<file path="src/rtl/idex_stage_reg_if.sv">
// ============================================================================
// Module  : idex_stage_reg_if
// Brief   : ID-side inputs and ID/EX registered outputs of the ID/EX stage.
// Revision: 1.0 - initial release
// ============================================================================
`default_nettype none

interface idex_stage_reg_if;
  // ID-stage inputs
  logic [4:0]  IFID_rs1;
  logic [4:0]  IFID_rs2;
  logic [4:0]  IFID_rd;
  logic [31:0] IFID_pc;
  logic [31:0] IFID_imm;
  logic [31:0] ID_rdata1;
  logic [31:0] ID_rdata2;
  logic [7:0]  ID_ctrl;
  logic        IFID_valid;
  logic        EX_flush;

  // ID/EX registered outputs
  logic [4:0]  IDEX_rs1;
  logic [4:0]  IDEX_rs2;
  logic [4:0]  IDEX_rd;
  logic [31:0] IDEX_pc;
  logic [31:0] IDEX_imm;
  logic [31:0] IDEX_rdata1;
  logic [31:0] IDEX_rdata2;
  logic [7:0]  IDEX_ctrl;
  logic        IDEX_valid;
  logic        stall;

  // Decode side drives the ID signals and observes the register contents
  modport master (
    output IFID_rs1, IFID_rs2, IFID_rd, IFID_pc, IFID_imm,
           ID_rdata1, ID_rdata2, ID_ctrl, IFID_valid, EX_flush,
    input  IDEX_rs1, IDEX_rs2, IDEX_rd, IDEX_pc, IDEX_imm,
           IDEX_rdata1, IDEX_rdata2, IDEX_ctrl, IDEX_valid, stall
  );

  // The stage register itself
  modport slave (
    input  IFID_rs1, IFID_rs2, IFID_rd, IFID_pc, IFID_imm,
           ID_rdata1, ID_rdata2, ID_ctrl, IFID_valid, EX_flush,
    output IDEX_rs1, IDEX_rs2, IDEX_rd, IDEX_pc, IDEX_imm,
           IDEX_rdata1, IDEX_rdata2, IDEX_ctrl, IDEX_valid, stall
  );
endinterface

`default_nettype wire

</file>
<file path="src/rtl/idex_stage_reg.sv">
// ============================================================================
// Module  : idex_stage_reg
// Brief   : ID/EX pipeline register with load-use stall and flush bubbling.
//           Optional event counters enabled by macro IDEX_PERF_CNT_EN.
// Revision: 1.0 - initial release
// ============================================================================
`default_nettype none

module idex_stage_reg (
  input  wire                clk,
  input  wire                rst_n,
  idex_stage_reg_if.slave    bus
`ifdef IDEX_PERF_CNT_EN
  ,
  output logic [15:0]        stall_count,
  output logic [15:0]        flush_count
`endif
);

  localparam int unsigned C_MEMREAD_BIT = 6;

  logic [4:0]  r_rs1;
  logic [4:0]  r_rs2;
  logic [4:0]  r_rd;
  logic [31:0] r_pc;
  logic [31:0] r_imm;
  logic [31:0] r_rdata1;
  logic [31:0] r_rdata2;
  logic [7:0]  r_ctrl;
  logic        r_valid;

  logic        w_rd_match;
  logic        w_stall;
  logic        w_bubble;

  // A load in EX whose destination is read by the ID instruction must wait a cycle.
  // A flush kills the ID instruction, so there is nothing left to stall for.
  assign w_rd_match = (r_rd == bus.IFID_rs1) || (r_rd == bus.IFID_rs2);
  assign w_stall    = r_valid && r_ctrl[C_MEMREAD_BIT] && (r_rd != 5'd0) &&
                      w_rd_match && bus.IFID_valid && !bus.EX_flush;
  assign w_bubble   = bus.EX_flush || w_stall || !bus.IFID_valid;

  // Data fields always follow the inputs; only control, rd and valid are squashed.
  always_ff @(posedge clk or negedge rst_n) begin
    if (!rst_n) begin
      r_rs1    <= 5'd0;
      r_rs2    <= 5'd0;
      r_rd     <= 5'd0;
      r_pc     <= 32'd0;
      r_imm    <= 32'd0;
      r_rdata1 <= 32'd0;
      r_rdata2 <= 32'd0;
      r_ctrl   <= 8'd0;
      r_valid  <= 1'b0;
    end else begin
      r_rs1    <= bus.IFID_rs1;
      r_rs2    <= bus.IFID_rs2;
      r_pc     <= bus.IFID_pc;
      r_imm    <= bus.IFID_imm;
      r_rdata1 <= bus.ID_rdata1;
      r_rdata2 <= bus.ID_rdata2;
      if (w_bubble) begin
        r_rd    <= 5'd0;
        r_ctrl  <= 8'd0;
        r_valid <= 1'b0;
      end else begin
        r_rd    <= bus.IFID_rd;
        r_ctrl  <= bus.ID_ctrl;
        r_valid <= 1'b1;
      end
    end
  end

  assign bus.IDEX_rs1    = r_rs1;
  assign bus.IDEX_rs2    = r_rs2;
  assign bus.IDEX_rd     = r_rd;
  assign bus.IDEX_pc     = r_pc;
  assign bus.IDEX_imm    = r_imm;
  assign bus.IDEX_rdata1 = r_rdata1;
  assign bus.IDEX_rdata2 = r_rdata2;
  assign bus.IDEX_ctrl   = r_ctrl;
  assign bus.IDEX_valid  = r_valid;
  assign bus.stall       = w_stall;

`ifdef IDEX_PERF_CNT_EN
  localparam logic [15:0] C_CNT_MAX = 16'hFFFF;

  logic [15:0] r_stall_count;
  logic [15:0] r_flush_count;

  always_ff @(posedge clk or negedge rst_n) begin
    if (!rst_n) begin
      r_stall_count <= 16'd0;
      r_flush_count <= 16'd0;
    end else begin
      if (w_stall && (r_stall_count != C_CNT_MAX)) begin
        r_stall_count <= r_stall_count + 16'd1;
      end
      if (bus.EX_flush && (r_flush_count != C_CNT_MAX)) begin
        r_flush_count <= r_flush_count + 16'd1;
      end
    end
  end

  assign stall_count = r_stall_count;
  assign flush_count = r_flush_count;
`endif

endmodule

`default_nettype wire

</file>
<file path="src/flat_wrapper.sv">
// flat-port wrapper written by rule: the top's interface ports become plain ports
module idex_stage_reg_flat 
  (clk, rst_n, bus_IFID_rs1, bus_IFID_rs2, bus_IFID_rd, bus_IFID_pc, bus_IFID_imm, bus_ID_rdata1, bus_ID_rdata2, bus_ID_ctrl, bus_IFID_valid, bus_EX_flush, bus_IDEX_rs1, bus_IDEX_rs2, bus_IDEX_rd, bus_IDEX_pc, bus_IDEX_imm, bus_IDEX_rdata1, bus_IDEX_rdata2, bus_IDEX_ctrl, bus_IDEX_valid, bus_stall);
  idex_stage_reg_if bus_i ();
  input  wire clk;
  input  wire rst_n;
  input wire logic [$bits(bus_i.IFID_rs1)-1:0] bus_IFID_rs1;
  input wire logic [$bits(bus_i.IFID_rs2)-1:0] bus_IFID_rs2;
  input wire logic [$bits(bus_i.IFID_rd)-1:0] bus_IFID_rd;
  input wire logic [$bits(bus_i.IFID_pc)-1:0] bus_IFID_pc;
  input wire logic [$bits(bus_i.IFID_imm)-1:0] bus_IFID_imm;
  input wire logic [$bits(bus_i.ID_rdata1)-1:0] bus_ID_rdata1;
  input wire logic [$bits(bus_i.ID_rdata2)-1:0] bus_ID_rdata2;
  input wire logic [$bits(bus_i.ID_ctrl)-1:0] bus_ID_ctrl;
  input wire logic [$bits(bus_i.IFID_valid)-1:0] bus_IFID_valid;
  input wire logic [$bits(bus_i.EX_flush)-1:0] bus_EX_flush;
  output wire logic [$bits(bus_i.IDEX_rs1)-1:0] bus_IDEX_rs1;
  output wire logic [$bits(bus_i.IDEX_rs2)-1:0] bus_IDEX_rs2;
  output wire logic [$bits(bus_i.IDEX_rd)-1:0] bus_IDEX_rd;
  output wire logic [$bits(bus_i.IDEX_pc)-1:0] bus_IDEX_pc;
  output wire logic [$bits(bus_i.IDEX_imm)-1:0] bus_IDEX_imm;
  output wire logic [$bits(bus_i.IDEX_rdata1)-1:0] bus_IDEX_rdata1;
  output wire logic [$bits(bus_i.IDEX_rdata2)-1:0] bus_IDEX_rdata2;
  output wire logic [$bits(bus_i.IDEX_ctrl)-1:0] bus_IDEX_ctrl;
  output wire logic [$bits(bus_i.IDEX_valid)-1:0] bus_IDEX_valid;
  output wire logic [$bits(bus_i.stall)-1:0] bus_stall;
  assign bus_i.IFID_rs1 = bus_IFID_rs1;
  assign bus_i.IFID_rs2 = bus_IFID_rs2;
  assign bus_i.IFID_rd = bus_IFID_rd;
  assign bus_i.IFID_pc = bus_IFID_pc;
  assign bus_i.IFID_imm = bus_IFID_imm;
  assign bus_i.ID_rdata1 = bus_ID_rdata1;
  assign bus_i.ID_rdata2 = bus_ID_rdata2;
  assign bus_i.ID_ctrl = bus_ID_ctrl;
  assign bus_i.IFID_valid = bus_IFID_valid;
  assign bus_i.EX_flush = bus_EX_flush;
  assign bus_IDEX_rs1 = bus_i.IDEX_rs1;
  assign bus_IDEX_rs2 = bus_i.IDEX_rs2;
  assign bus_IDEX_rd = bus_i.IDEX_rd;
  assign bus_IDEX_pc = bus_i.IDEX_pc;
  assign bus_IDEX_imm = bus_i.IDEX_imm;
  assign bus_IDEX_rdata1 = bus_i.IDEX_rdata1;
  assign bus_IDEX_rdata2 = bus_i.IDEX_rdata2;
  assign bus_IDEX_ctrl = bus_i.IDEX_ctrl;
  assign bus_IDEX_valid = bus_i.IDEX_valid;
  assign bus_stall = bus_i.stall;
  idex_stage_reg u_core (.clk(clk), .rst_n(rst_n), .bus(bus_i));
endmodule
</file>
<file path="config.mk">
export PLATFORM = sky130hd
export DESIGN_NAME = idex_stage_reg_flat
export DESIGN_NICKNAME = d
export VERILOG_FILES = /design/src/rtl/idex_stage_reg_if.sv /design/src/rtl/idex_stage_reg.sv /design/src/flat_wrapper.sv
export SDC_FILE = /design/constraint.sdc
export NUM_CORES = 1
export LEC_CHECK = 0
export CORE_AREA = 3 3 118 120
export DETAILED_ROUTE_END_ITERATION = 8
export DIE_AREA = 0 0 121 123
export PLACE_DENSITY = 0.75
export SLEW_MARGIN = 20
export SYNTH_ARGS = -nofsm -noshare
export SYNTH_HDL_FRONTEND = slang
export SYNTH_SLANG_ARGS = --single-unit
</file>
<file path="constraint.sdc">
create_clock -name clk -period 2.7 [get_ports clk]
set_clock_uncertainty 0.05 [all_clocks]
set_input_delay 0.675 -clock clk [delete_from_list [all_inputs] [get_ports clk]]
set_output_delay 0.675 -clock clk [all_outputs]
set_load 0.03 [all_outputs]
</file>
==> results of run 1 <==
==> state kept, by name (all words and copies together), names as in the netlist <==
| signal | count |
|---|---|
| u_core.bus.IDEX_rdata2 | 32 |
| u_core.bus.IDEX_pc | 32 |
| u_core.bus.IDEX_rs2 | 5 |
| u_core.bus.IDEX_rd | 5 |
| u_core.bus.IDEX_ctrl | 8 |
| u_core.bus.IDEX_rdata1 | 32 |
| u_core.bus.IDEX_rs1 | 5 |
| u_core.bus.IDEX_imm | 32 |
| u_core.bus.IDEX_valid | 1 |
==> cells in the final DEF (no fill, tap or decap), types with 3 or more instances in the layout <==
| master | netlist | final |
|---|---|---|
| clkbuf_16 | 0 | 17 |
| bufinv_16 | 0 | 5 |
| xnor2_2 | 0 | 3 |
| dlygate4sd2_1 | 0 | 3 |
| nand2_1 | 15 | 14 |
| dfrtp_1 | 152 | 152 |
| nand3_1 | 3 | 3 |
| buf_4 | 1 | 6 |
| xnor2_1 | 10 | 7 |
| clkdlybuf4s50_1 | 0 | 297 |
| a21oi_1 | 14 | 14 |
| dlymetal6s2s_1 | 0 | 5 |
==> cells by family after synthesis <==
kind of cell | Yosys count | synth area share (%)
XOR/XNOR | 10 | 2.13
AO/OA/AOI/OAI | 16 | 2.38
flip-flops | 152 | 92.6
buffers and inverters | 3 | 0.578
AND/OR/NAND/NOR | 22 | 2.34
==> worst paths after layout <==
kind	from	slack, ns	cells after the start	endpoint
max	bus_IFID_rs2[3]	0.07	6	bus_stall
min	rst_n	0.12	1	u_core.bus.IDEX_rs1[4]
max reg2reg	u_core.bus.IDEX_rd[2]	1.19	5	u_core.bus.IDEX_valid
min reg2reg	u_core.bus.IDEX_valid	0.82	4	u_core.bus.IDEX_ctrl[1]
max in group asynchronous	rst_n	1.75	2	u_core.bus.IDEX_rdata2[3]
min in group clk	bus_IFID_rs1[3]	0.38	1	u_core.bus.IDEX_rs1[3]
==> repair_timing <==
action	in CTS	in global routing
pin swaps	6	7
resized for setup	5	8
endpoints found under the setup margin	1	1
hold buffers	0	0
==> power groups by stage <==
stage	Sequential [uW]	Combinational (uW)	Clock, uW
6_report	2430	800	2580
5_1_grt	2440	840	2750
4_1_cts	2430	810	2640
3_5_place_dp	2470	806	0
3_3_place_gp	2470	798	0
2_1_floorplan	2700	32.9	0
==> stage by stage <==
stage	TNS [ns]	total power (uW)	hold slack, ns
after global placement	0	3260	0.554
after CTS	0	5870	0.123
after detailed placement	-0.0170	3280	0.562
after floorplan	0	2740	0.329
final	0	5810	0.124
after global routing	0	6030	0.130
==> area by class of cell <==
class                      instances  area (um2)  share of cell area (%)
clock inverter                    11         194                    2.38
multi-input combinational         48         307                    3.77
clock buffer                      21         460                    5.66
sequential                       152        3800                    46.8
tap                              176         220                    2.71
timing repair buffer             314        3150                    38.7
==> routing by layer <==
metal	share of wire (%)	up-vias	wire [um]	GRT usage [%]
li1	-	1308	-	-
met2	55	175	7040	30.1
met3	10	17	1290	7.73
met5	0	-	0	0
met4	1.4	0	182	6.23
met1	34	1458	4320	17.5
==> reports/results.ini, run 1 <==
[power]
combPwrFrac_pct = 13.8
pwr-share-clk_pct = 44.4
p_leak_uw = 0.00351
seqPwrFrac_pct = 41.8
netSwitchingFraction_pct = 22.7
peakVddDrop_mv = 0.387
intPower_uw = 4490
power_switching_uw = 1320
p_per_area_nw_per_um2 = 714

[sta]
period_needed_ns = 2.63
fmax_mhz = 380
worstMarginPinSlew_ns = 0.421
report.final.slew_viol_count = 0
rsz0062_at_grt = false
timing.slew.headroom_pct = 71.8
fin_ws_ns = 0.0698
hold_violations = 0
setup_viol = 0
fin_crit_sh_pct = 97.4

[synth]
synth.most_common_cell = dfrtp_1
syn_nets = 358
ys.flop_type = dfrtp_1
async_flop_share_pct = 100
yosys_register_bits = 152
ys.warnings.count = 0
netlist_instances = 203
synth_area_leader_cell = dfrtp_1
ys_seq_area_share_pct = 92.6
synthDistinctLibCells = 14
syn_area_um2 = 4110
synth_area_leaders = dfrtp_1, xnor2_1, a21oi_1
synth_top_area_share_pct = 92.6
avgSynthCellArea_um2 = 20.2
synth_common_cells = dfrtp_1, nand2_1, a21oi_1
synth_edf_count = 0

[setup_path]
crit_buf_inv = 2
crit_type = in2out
required_ns = 1.98
cp_max_fo = 2
end_kind = primary output
cp_slowest_cell = clkdlybuf4s50_1
crit_chain = clkdlybuf4s50_1, xnor2_2, nand2_2, o22ai_4, and3b_2, buf_6
cp_top_family = buffers and inverters
arrival_ns = 1.91
max_stage_delay_ns = 0.53
cp-start-kind = primary input

[cts]
cts_tree = done
postCtsSetupBuffers = 0
cts.sinks = 152
clk_pin_slew_ns = 0.06
clk_latency_ns = 0.40
numCtsBuffers = 17
cts_buffer_depth = 2
root_buffer = clkbuf_16
h-tree-depth = 4

[place]
pre_cts_slack_ns = -0.0170
placed_cells = 690
place.gp.congestion = 0.790
placed_area_um2 = 7440
hpwl_um = 10200
port-buffer-count = 307

[die]
die_w_um = 121
core_area_um2 = 13100
dieArea_um2 = 14900
placementRows = 42
die_y_um = 123
ios = 308
start_util_pct = 31.4

[global_route]
globalRoute.totalOverflow = 0
grt_max_degree = 49
grt_pass1_wl_um = 18400
track_usage_pct = 16.9
grt_pass1_vias = 3276
antenna_found_initial = 0

[detailed_routing]
drtIter0Drc = 105
vias = 2958
firstDrtPassIters = 4
ant_nets = 0
totalWireLength_um = 12800
viasPerCell = 4.10
drc = 0
wire_per_inst_um = 17.8

[min_path]
min_path_type = in2async

[finish]
n_antenna_cell = 0
final_cells = 722
final_cell_area_um2 = 8130
syn_to_final_growth_pct = 98.0
drive_gt1_share_pct = 8.24
fin_nets = 688
fillers = 957
utilization_pct = 62.2

[flow_run]
maxCapViolCount = 0

[status]
run_status = complete, no violations

Power figures use the tool's default switching activity.
==> run 2: changes to the inputs <==
- RECOVER_POWER: default -> 100
==> run 2 against run 1 <==
The run now ends with capacitance limit, slew limit left. Final cell count did not move. Design area is 0.38% lower. Via count shrank 0.20%. Critical path depth did not move. Die area stayed put. Largest power group unchanged. Routed wire length down 0.82%. Worst hold slack better by 0.39 ns. First-iteration DRC count stayed put. Flip-flop and latch count did not move. Power down 1.6%. Register-to-register slack got worse by 0.35 ns. Global-route usage unchanged.
==> reports/results.ini, run 2 (same netlist as run 1, synthesis figures left out) <==
[status]
run_status = finished, violations left  ; was complete, no violations
failed_checks = capacitance limit, slew limit

[detailed_routing]
top_layer = met5  ; was met4
viasPerCell = 4.09  ; was 4.10
wl_met1_um = 4240  ; was 4320 um
drc = 0  ; unchanged
drtIter0Drc = 105  ; unchanged
vias = 2952  ; was 2958
totalWireLength_um = 12700  ; was 12800 um
wire_per_inst_um = 17.6  ; was 17.8 um
route.met2.wl_um = 7000  ; was 7040 um
firstDrtPassIters = 4  ; unchanged
dr_wl_met3_um = 1280  ; was 1290 um
ant_nets = 0  ; unchanged

[die]
dieArea_um2 = 14900  ; unchanged
start_util_pct = 31.4  ; unchanged
placementRows = 42  ; unchanged
die_y_um = 123  ; unchanged
core_area_um2 = 13100  ; unchanged
ios = 308  ; unchanged
die_w_um = 121  ; unchanged

[global_route]
grt_pass1_vias = 3276  ; unchanged
antenna_found_initial = 1  ; was 0
grt_max_degree = 49  ; unchanged
globalRoute.totalOverflow = 0  ; unchanged
track_usage_pct = 16.9  ; unchanged
grt_pass1_wl_um = 18400  ; unchanged

[finish]
layout_common_cells = dlygate4sd3_1, dfrtp_1, clkbuf_16, clkdlybuf4s50_1  ; was clkdlybuf4s50_1, dfrtp_1, clkbuf_16
final_cell_area_um2 = 8100  ; was 8130 um2
fin_nets = 688  ; unchanged
syn_to_final_growth_pct = 97.2  ; was 98.0%
mostFrequentLayoutCell = dlygate4sd3_1  ; was clkdlybuf4s50_1
drive_gt1_share_pct = 7.69  ; was 8.24%
n_antenna_cell = 0  ; unchanged

[cts]
numCtsBuffers = 17  ; unchanged
postCtsSetupBuffers = 0  ; unchanged
clk_pin_slew_ns = 0.06  ; about the same
root_buffer = clkbuf_16  ; unchanged
h-tree-depth = 4  ; unchanged
cts_tree = done  ; unchanged
clk_latency_ns = 0.40  ; about the same
cts_buffer_depth = 2  ; unchanged
cts.sinks = 152  ; unchanged

[place]
hpwl_um = 10200  ; unchanged
place.gp.congestion = 0.790  ; unchanged
placed_area_um2 = 7440  ; unchanged
port-buffer-count = 307  ; unchanged

[setup_path]
crit_type = in2out  ; unchanged
max_stage_delay_ns = 0.51  ; was 0.53 ns
cp_max_fo = 2  ; unchanged
end_kind = primary output  ; unchanged
cp-start-kind = primary input  ; unchanged
required_ns = 1.98  ; about the same
cp_slowest_cell = clkdlybuf4s50_1  ; unchanged
crit_chain = clkdlybuf4s50_1, xnor2_1, nand2_2, o22ai_4, and3b_2, buf_6  ; was clkdlybuf4s50_1, xnor2_2, nand2_2, o22ai_4, and3b_2, buf_6
arrival_ns = 1.90  ; was 1.91 ns
r2r_slack_ns = 0.84  ; was 1.19 ns

[flow_run]
maxCapViolCount = 1  ; was 0

[power]
peakVddDrop_mv = 0.390  ; was 0.387 mV
power_switching_uw = 1310  ; was 1320 uW
p_per_area_nw_per_um2 = 705  ; was 714 nW/um2
intPower_uw = 4410  ; was 4490 uW
p_leak_uw = 0.00356  ; was 0.00351 uW
pwr-share-clk_pct = 45.0  ; was 44.4%
netSwitchingFraction_pct = 22.9  ; was 22.7%
seqPwrFrac_pct = 42.4  ; was 41.8%
combPwrFrac_pct = 12.6  ; was 13.8%

[sta]
timing.slew.headroom_pct = -24.2  ; was 71.8%
hold_violations = 0  ; unchanged
period_needed_ns = 2.63  ; about the same
fin_crit_sh_pct = 97.3  ; was 97.4%
fin_tns_setup_ns = 0  ; unchanged
report.final.slew_viol_count = 41  ; was 0
rsz0062_at_grt = false  ; unchanged
fmax_mhz = 381  ; was 380 MHz
setup_viol = 0  ; unchanged
worstMarginPinSlew_ns = 1.86  ; was 0.421 ns

[min_path]
min_path_type = in2reg  ; was in2async

-- run 2: final cells by class --
class                      count  area [um2]
timing repair buffer         314        3130
clock buffer                  21         460
fill                         964        4980
multi-input combinational     48         299
clock inverter                11         194
tap                          176         220
sequential                   152        3800
-- run 2: power by group through the flow --
stage | Combinational, uW | Sequential (uW) | Clock, uW
finish | 718 | 2420 | 2570
global placement | 798 | 2470 | 0
floorplan | 32.9 | 2700 | 0
global route | 758 | 2430 | 2750
CTS | 810 | 2430 | 2640
detailed placement | 806 | 2470 | 0
-- run 2: worst paths after layout --
| check | cells after the start | start | endpoint |
|---|---|---|---|
| max reg2reg | 5 | u_core.bus.IDEX_rd[2] | u_core.bus.IDEX_valid |
| min reg2reg | 4 | u_core.bus.IDEX_ctrl[6] | u_core.bus.IDEX_ctrl[1] |
| max in group asynchronous | 2 | rst_n | u_core.bus.IDEX_rdata2[21] |
| min in group asynchronous | 1 | rst_n | u_core.bus.IDEX_rs1[4] |
| min | 1 | bus_IFID_rs2[1] | u_core.bus.IDEX_rs2[1] |
| max | 6 | bus_IFID_rs2[3] | bus_stall |
-- run 2: layer usage --
| layer | track usage [%] | vias to the layer above |
|---|---|---|
| li1 | - | 1307 |
| met1 | 17.5 | 1452 |
| met2 | 30.1 | 171 |
| met3 | 7.73 | 20 |
| met4 | 6.23 | 2 |
| met5 | 0 | - |
-- run 2: critical path: cells and delay by family --
family | cells | cell delay (ns)
xor+xnor | 1 | 0.15
simple gates | 2 | 0.31
buf+inv | 2 | 0.63
compound gates | 1 | 0.14
-- run 2: stage by stage --
stage,total power (uW),util [%],setup WS [ns],hold slack (ns),std cells
4_1_cts,5870,61.9,0.00727,0.123,722
2_1_floorplan,2740,-,0.501,0.329,203
3_5_place_dp,3280,56.9,-0.0170,0.562,690
6_report,5710,61.9,0.0741,0.513,722
3_3_place_gp,3260,56.9,0.00529,0.554,690
5_1_grt,5940,61.9,0.0173,0.509,722
-- run 2: repair_timing --
action                                  4_1_cts  5_1_grt
pin swaps                                     6        7
endpoints found under the setup margin        1        1
gates resized for setup                       5        8
hold buffers                                  0        0
